`config.mk`:
```
export PLATFORM = sky130hd
export DESIGN_NAME = regfile_writeback
export DESIGN_NICKNAME = d
export VERILOG_FILES = /design/src/rtl/regfile_writeback_pkg.sv /design/src/rtl/regfile_writeback_fifo.sv /design/src/rtl/regfile_writeback.sv
export SDC_FILE = /design/constraint.sdc
export NUM_CORES = 1
export LEC_CHECK = 0
export CORE_MARGIN = 2
export CORE_UTILIZATION = 38
export DETAILED_ROUTE_END_ITERATION = 16
export PLACE_DENSITY_LB_ADDON = 0.15
export SYNTH_ARGS = -nofsm -noshare
export SYNTH_HDL_FRONTEND = slang
export SYNTH_SLANG_ARGS = --single-unit
```
`constraint.sdc`:
```
create_clock -name clk -period 2.4 [get_ports clk]
set_clock_uncertainty 0.15 [all_clocks]
set_input_delay 0.36 -clock clk [delete_from_list [all_inputs] [get_ports clk]]
set_output_delay 0.36 -clock clk [all_outputs]
set_load 0.01 [all_outputs]
```
`src/rtl/regfile_writeback_pkg.sv`:
```
// rtl/regfile_writeback_pkg.sv - shared widths, constants and helpers for the writeback block
package regfile_writeback_pkg;

  localparam int XLEN       = 32;
  localparam int REG_ADDR_W = 5;
  localparam int NUM_REGS   = 32;

  localparam logic [REG_ADDR_W-1:0] REG_ZERO = 5'd0;

  // Source of the write registered onto the register file port
  typedef enum logic [1:0] {
    WB_NONE = 2'd0,
    WB_ALU  = 2'd1,
    WB_LOAD = 2'd2
  } wb_src_e;

  // One-hot scoreboard mask for a register address
  function automatic logic [NUM_REGS-1:0] reg_mask(input logic [REG_ADDR_W-1:0] a);
    return {{(NUM_REGS-1){1'b0}}, 1'b1} << a;
  endfunction

endpackage

```
`src/rtl/regfile_writeback_fifo.sv`:
```
// rtl/regfile_writeback_fifo.sv - load-result FIFO with wrap-bit pointers
module wb_load_fifo
  import regfile_writeback_pkg::*;
#(
  parameter int DEPTH = 4,
  parameter int DW    = REG_ADDR_W + XLEN
) (
  input  logic          clk,
  input  logic          rst,
  input  logic          push,
  input  logic [DW-1:0] din,
  input  logic          pop,
  output logic          full,
  output logic          empty,
  output logic [DW-1:0] dout
);

  localparam int AW = $clog2(DEPTH);
  localparam int PW = AW + 1;

  logic [PW-1:0] r_wr_ptr;
  logic [PW-1:0] r_rd_ptr;
  logic [DW-1:0] r_mem [DEPTH];
  logic [PW-1:0] w_diff;

  // Pointers carry one extra wrap bit so full and empty are distinguishable
  assign w_diff = r_wr_ptr ^ r_rd_ptr;
  assign full   = (w_diff == {1'b1, {AW{1'b0}}});
  assign empty  = (w_diff == '0);
  assign dout   = r_mem[r_rd_ptr[AW-1:0]];

  // Pointer update; reset only empties the queue, storage is left as is
  always_ff @(posedge clk or negedge rst) begin
    if (!rst) begin
      r_wr_ptr <= '0;
      r_rd_ptr <= '0;
    end else begin
      if (push && !full) r_wr_ptr <= r_wr_ptr + PW'(1);
      if (pop && !empty) r_rd_ptr <= r_rd_ptr + PW'(1);
    end
  end

  // Entry storage written at the tail slot
  always_ff @(posedge clk) begin
    if (push && !full) r_mem[r_wr_ptr[AW-1:0]] <= din;
  end

endmodule

```
`src/rtl/regfile_writeback.sv`:
```
// rtl/regfile_writeback.sv - register file write port arbiter with load scoreboard
module regfile_writeback
  import regfile_writeback_pkg::*;
#(
  parameter int LQ_DEPTH = 4,
  parameter int XLEN     = regfile_writeback_pkg::XLEN
) (
  input  logic                  clk,
  input  logic                  rst,
  input  logic                  alu_valid,
  input  logic [REG_ADDR_W-1:0] alu_rd,
  input  logic [XLEN-1:0]       alu_data,
  input  logic                  load_valid,
  output logic                  load_ready,
  input  logic [REG_ADDR_W-1:0] load_rd,
  input  logic [XLEN-1:0]       load_data,
  input  logic                  issue_valid,
  input  logic                  issue_is_load,
  input  logic [REG_ADDR_W-1:0] issue_rs1,
  input  logic [REG_ADDR_W-1:0] issue_rs2,
  input  logic [REG_ADDR_W-1:0] issue_rd,
  output logic                  issue_stall,
  output logic [NUM_REGS-1:0]   busy,
  output logic                  we,
  output logic [REG_ADDR_W-1:0] rd,
  output logic [XLEN-1:0]       rd_data
);

  logic                  w_push;
  logic                  w_pop;
  logic                  w_full;
  logic                  w_empty;
  logic [REG_ADDR_W-1:0] w_head_rd;
  logic [XLEN-1:0]       w_head_data;
  wb_src_e               w_sel;
  logic [NUM_REGS-1:0]   w_set;
  logic [NUM_REGS-1:0]   w_clr;

  logic                  r_we;
  logic                  r_we_load;
  logic [REG_ADDR_W-1:0] r_rd;
  logic [XLEN-1:0]       r_rd_data;
  logic [NUM_REGS-1:0]   r_busy;

  assign load_ready = !w_full;
  assign w_push     = load_valid && !w_full;

  wb_load_fifo #(
    .DEPTH (LQ_DEPTH),
    .DW    (REG_ADDR_W + XLEN)
  ) u_lq (
    .clk   (clk),
    .rst   (rst),
    .push  (w_push),
    .din   ({load_rd, load_data}),
    .pop   (w_pop),
    .full  (w_full),
    .empty (w_empty),
    .dout  ({w_head_rd, w_head_data})
  );

  // Arbitration: ALU results cannot wait, so they win; x0 loads are popped without a write
  always_comb begin
    w_sel = WB_NONE;
    w_pop = 1'b0;
    if (alu_valid && alu_rd != REG_ZERO) begin
      w_sel = WB_ALU;
    end else if (!w_empty) begin
      w_pop = 1'b1;
      if (w_head_rd != REG_ZERO) w_sel = WB_LOAD;
    end
  end

  // Registered write port; address and data hold when idle
  always_ff @(posedge clk or negedge rst) begin
    if (!rst) begin
      r_we      <= 1'b0;
      r_we_load <= 1'b0;
      r_rd      <= '0;
      r_rd_data <= '0;
    end else begin
      case (w_sel)
        WB_ALU: begin
          r_we      <= 1'b1;
          r_we_load <= 1'b0;
          r_rd      <= alu_rd;
          r_rd_data <= alu_data;
        end
        WB_LOAD: begin
          r_we      <= 1'b1;
          r_we_load <= 1'b1;
          r_rd      <= w_head_rd;
          r_rd_data <= w_head_data;
        end
        default: begin
          r_we      <= 1'b0;
          r_we_load <= 1'b0;
        end
      endcase
    end
  end

  assign issue_stall = issue_valid && (r_busy[issue_rs1] || r_busy[issue_rs2] || r_busy[issue_rd]);

  assign w_set = (issue_valid && issue_is_load && !issue_stall && issue_rd != REG_ZERO)
               ? reg_mask(issue_rd) : '0;
  assign w_clr = (r_we && r_we_load) ? reg_mask(r_rd) : '0;

  // Scoreboard: a load write retiring clears its bit, a new load issue sets it and wins ties
  always_ff @(posedge clk or negedge rst) begin
    if (!rst) begin
      r_busy <= '0;
    end else begin
      r_busy <= ((r_busy & ~w_clr) | w_set) & ~reg_mask(REG_ZERO);
    end
  end

  assign busy    = r_busy;
  assign we      = r_we;
  assign rd      = r_rd;
  assign rd_data = r_rd_data;

  a_load_has_pending_bit: assert property (
    @(posedge clk) disable iff (!rst)
    (w_push && load_rd != REG_ZERO) |-> r_busy[load_rd]
  );

endmodule

```
* Word level (Yosys, flattened, before mapping) *
Memories as Yosys holds them, arrays and structs flattened.
Cells that the tools add are included.

cells by class
  add/sub/neg operators = 2
  $mul = 0
  div/mod/pow operators = 0
  order comparisons = 3
  eq/ne operators = 3
  shifts and indexed selects = 2
  muxes and demuxes = 19
  bitwise logic cells = 4
  reductions and logical operators = 20

operators with widths
  operator                                                                       count
  32-bit two-way mux                                                             2
  32-bit one-hot mux with 2 select lines                                         1
  1-bit by 5-bit << shifter with 32-bit output (first input constant)            2
  32-bit AND                                                                     1
  32-bit inverter                                                                1
  32-bit OR                                                                      1
  5-bit by 6-bit less-than comparator with 1-bit output (second input constant)  3
  1-bit binary-select mux with 5-bit select                                      3
  5-bit nonzero test                                                             3
  5-bit one-hot mux with 2 select lines                                          1
  1-bit logical AND                                                              9
  1-bit two-way mux                                                              9
  3-bit by 1-bit adder with 3-bit output (second input constant)                 2
  2-bit two-way mux                                                              3
  3-bit == test (second input constant)                                          1
  1-bit logical NOT                                                              3
  3-bit logical NOT                                                              1
  3-bit XOR                                                                      1
  2-bit by 1-bit == test with 1-bit output (second input constant)               1
  2-bit == test (second input constant)                                          1
  1-bit logical OR                                                               2
  2-bit nonzero test                                                             1
  2-bit OR reduction                                                             1

word-level totals
  register bits = 76
  latch bits = 0
  RAM bits = 148
  ROM bits = 0
  word-level logic and storage cells = 61
  memories = 1

memories
  memory      depth  bits a word  read ports  clocked after memory_dff  write ports  line                          source
  u_lq.r_mem  4      37           1           0                         1            regfile_writeback_fifo.sv:23  logic [DW-1:0] r_mem [DEPTH];

* Logic depth before layout (Yosys ltp) *
  word-level depth = 10
  depth in mapped cells = 8

* Hierarchy *
Synthesis repeated with hierarchy kept, for this count alone.

second synthesis, totals
  cell total of the unflattened synthesis = 633
  area, all modules = 10074.7 sq um

by module, submodules not included
  module             instances  cells each  area an instance (sq um)
  wb_load_fifo       1          243         5836.8
  regfile_writeback  1          390         4237.8

* Least setup slack after synthesis *
Ideal clock, no wire load.

  path type = input -> output
  start = input port issue_rs1[2]
  end = output port issue_stall
  arrival = 2.023 ns
  data required time = 1.890 ns
  slack = -0.133 ns
  stages on the path = 7
  buffers on the path = 2
  cells stage by stage = clkbuf_1 > mux2_2 > a221oi_1 > o32a_1 > nand2_1 > clkbuf_1 > o31a_1

between the ends
  longest elaborated chain between the ends = 5

ends and longest elaborated chain
  what                                       line                      source
  start: declaration                         regfile_writeback.sv:19   input logic [REG_ADDR_W-1:0] issue_rs1,
  1-bit binary-select mux with 5-bit select  regfile_writeback.sv:103  assign issue_stall = issue_valid && (r_busy[issue_rs1] || r_busy[issue_rs2] || r_busy[issue_rd]);
  1-bit two-way mux (not written as such)    regfile_writeback.sv:103
  1-bit logical OR (2 in a row)              regfile_writeback.sv:103
  1-bit logical AND                          regfile_writeback.sv:103
  end: declaration                           regfile_writeback.sv:22   output logic issue_stall,

Every way passes these cells. The select of a mux whose other input is x is not followed.

* Worst setup path after layout *
  start = register r_busy[5], in the netlist busy[5]
  end = output port issue_stall

between the ends
  longest elaborated chain between the ends = 5
  elaborated cells between the ends (all ways) = 9
  those cells by class = mux: 6; reduce/logical: 3

ends and longest elaborated chain
  what                                       line                      source
  start: declaration                         regfile_writeback.sv:43   logic [NUM_REGS-1:0] r_busy;
  start signal: assignment                   regfile_writeback.sv:114  r_busy <= ((r_busy & ~w_clr) | w_set) & ~reg_mask(REG_ZERO);
  1-bit binary-select mux with 5-bit select  regfile_writeback.sv:103
  1-bit two-way mux (not written as such)    regfile_writeback.sv:103
  1-bit logical OR                           regfile_writeback.sv:103
  1-bit logical OR *                         regfile_writeback.sv:103
  1-bit logical AND *                        regfile_writeback.sv:103

Mark *: on every way between the ends. The rest lies on a longest branch, timed or not. The select of a mux whose other input is x is not followed.

==> results.py <==
metrics = {
    "status": {
        "status": "complete, but fails checks",
        "violations": "setup timing",
    },
    "timing": {
        "whs_ns": 0.160,
        "hold_violations": 0,
        "fin_crit_sh": 1.20,
        "rsz0062_at_grt": "yes",
        "clock.fmax_ghz": 0.346,
        "setup_viol": 33,
        "setup_ws_ns": -0.487,
        "slew_viol_final": 0,
        "finalCriticalPeriod_ns": 2.89,
    },
    "critical_path": {
        "start_kind": "register",
        "cp_data_required_time_ns": 1.89,
        "r2r_setup_slack_ns": -0.30,
        "critical_path.endpoint": "issue_stall",
        "crit_chain": "mux4_2, a22o_1, a31oi_2, a21boi_2, o31a_1, buf_2",
        "slowest_stage": "dfrtp_2",
        "crit_type": "register to output pin",
        "cp_max_fo": 5,
        "reg2reg_from": "u_lq.r_rd_ptr[0]",
        "worstRegToRegCells": 9,
        "crit_path_end_kind": "output pin",
        "cp-startpoint": "busy[5]",
        "worst_ep_arrival_time_ns": 2.38,
        "cp_slowest_stage_delay_ns": 0.48,
        "r2r-end": "rd_data[5]",
    },
    "job": {
        "drv_cap": 0,
    },
    "layout": {
        "final_cell_area_um2": 14200,
        "final_cell_mix": "clkdlybuf4s50_1 (156), edfxtp_1 (148), buf_4 (93)",
        "syn2layout_area_growth_pct": 39.0,
        "layout_commonest_cell": "clkdlybuf4s50_1",
        "nets": 970,
        "antenna_cells": 0,
        "final_util": 0.541,
        "drive_gt1_frac": 0.373,
    },
    "synth": {
        "yosys-top-cells-area": "edfxtp_1 (44%), dfrtp_1 (19%), mux4_2 (13%), mux2_4 (8.5%), o21ai_0 (1.9%)",
        "yosys.area.top_type": "edfxtp_1",
        "ys_async_sr_fraction": 0.339,
        "yosysSeqAreaShare": 0.622,
        "ys_seq_elements": 224,
        "synth_nets": 699,
        "synth_top_area_frac": 0.435,
        "ys.warnings.count": 0,
        "synth_cells": 599,
        "synth_area_um2": 10200,
        "synth_cell_type_count": 53,
        "synth_flop_cell": "edfxtp_1",
        "avgSynthCellArea_um2": 17.0,
        "synth-edff-count": 148,
    },
    "place": {
        "dp_slack_ns": -0.872,
        "dpl_cell_area_um2": 12900,
        "hpwl_um": 18900,
        "place_congestion": 0.913,
        "port_buffers": 165,
    },
    "routing": {
        "wl_per_cell_um": 22.6,
        "firstDrtPassIters": 5,
        "drtIter0Drc": 359,
        "drc": 0,
        "vias_per_cell": 5.49,
        "ant_nets": 0,
        "wirelength_um": 27700,
        "num_vias": 6711,
    },
    "global_routing": {
        "grt_pass1_wl_um": 42500,
        "gr-total-overflow": 0,
        "grt_max_degree": 54,
        "grt_pass1_vias": 7163,
        "gr-usage-all-layers": 0.197,
        "antenna_found_initial": 2,
    },
    "clock_tree": {
        "path_clk_slew_ns": 0.07,
        "cts_buffers": 24,
        "htree_num_levels": 1,
        "insertion_delay_ns": 0.51,
        "clockBufferDepth": 3,
        "cts_tree": "built",
        "root_buffer": "clkbuf_16",
        "cts_sinks": 224,
    },
    "power_and_ir_drop": {
        "cellPowerDensity_nw_per_um2": 1320,
        "p_leak_nw": 5.36,
        "peakVddDrop_mv": 0.593,
    },
    "die": {
        "die_x_um": 168,
        "die_y_um": 168,
        "num_rows": 59,
        "start_util": 0.389,
        "num_io_pins": 167,
        "core_area_um2": 26200,
        "dieArea_um2": 28200,
    },
    "worst_hold_path": {
        "hp-class": "input port to asynchronous set/reset pin",
    },
}
==> how the worst min path moves through the flow <==
stage / cells after the start / endpoint / slack [ns]
after CTS: 2 / rd_data[22] / 0.16
after detailed placement: 1 / rd_data[29] / 0.16
final: 2 / rd_data[28] / 0.16
after global placement: 1 / rd_data[29] / 0.15
after global routing: 2 / rd_data[11] / 0.21
after floorplan: 0 / busy[10] / -0.09
==> layout make-up <==
class | instances | area (µm²)
sequential | 224 | 6360
clock inverter | 13 | 155
fill | 2091 | 12000
inverter | 9 | 33.8
clock buffer | 31 | 657
multi-input combinational | 326 | 3780
tap | 335 | 419
timing repair buffer | 285 | 2790
==> cells by family (layout without fill, tap and decap cells) <==
group | after synthesis | after routing | synth area share
AO/OA/AOI/OAI | 93 | 93 | 0.0633
XOR/XNOR | 7 | 7 | 0.00601
adder cells (fa/ha/maj) | 5 | 5 | 0.00613
buffers and inverters | 49 | 338 | 0.0259
flip-flops | 224 | 224 | 0.622
multiplexers | 132 | 132 | 0.231
other | 1 | 1 | 0.000367
AND/OR/NAND/NOR | 88 | 88 | 0.0461
==> layer usage <==
| metal | wire (µm) | vias to the layer above | GRT usage |
|---|---|---|---|
| met5 | 26 | - | 0 |
| met4 | 609 | 4 | 0.0567 |
| met3 | 1990 | 48 | 0.0428 |
| met2 | 13400 | 272 | 0.323 |
| met1 | 11700 | 3440 | 0.268 |
| li1 | - | 2947 | - |
==> sequential cells by signal, summed over array words and instances, names as in the netlist <==
register	count
rd_data	32
we	1
rd	5
busy	31
r_we_load	1
u_lq.r_wr_ptr	3
u_lq.r_rd_ptr	3
u_lq.r_mem	148
==> what timing repair did <==
item,4_1_cts,5_1_grt
gates cloned,2,0
buffers inserted,12,9
pin swaps,2,15
hold endpoints to repair,23,0
resized for setup,36,42
setup endpoints to repair,46,84
hold buffers,1,0
==> synth_stat cells (2+ instances only) <==
master / n
edfxtp_1: 148
dfrtp_1: 76
mux2_4: 58
mux4_2: 57
o21ai_0: 39
nand2_1: 27
clkbuf_1: 20
nand4_1: 19
o31ai_1: 17
o41ai_1: 14
mux2_2: 10
nor2_1: 10
inv_1: 9
buf_6: 8
buf_2: 7
nor2b_1: 7
mux2i_1: 6
a22oi_1: 5
and3_1: 5
ha_1: 5
nand3_1: 5
nand3b_1: 4
xnor2_1: 4
clkbuf_2: 3
xor2_1: 3
a221oi_1: 2
and2_1: 2
buf_4: 2
nand2b_1: 2
or3_1: 2
==> stage by stage <==
stage	power, mW	TNS (ns)	std cells
5_1_grt	19.6	-11.95	1223
2_1_floorplan	10.6	-1.52	599
4_1_cts	18.5	-8.81	1216
3_3_place_gp	14.2	-30.98	1159
6_report	18.7	-8.59	1223
3_5_place_dp	14.4	-34.15	1159
==> critical path: cells and delay by family (launching register included) <==
kind | cells | cell delay, ns
compound gates | 4 | 0.79
flops | 1 | 0.48
mux | 1 | 0.46
buf+inv | 1 | 0.14
==> power by group <==
part           total (mW)  leakage, nW  switching [mW]  internal [mW]
clock network        3.74        0.390            1.56           2.19
logic                8.52         2.75            3.54           4.98
registers            6.42         2.22           0.975           5.45
Note: power is estimated with default switching activity, not from simulation.
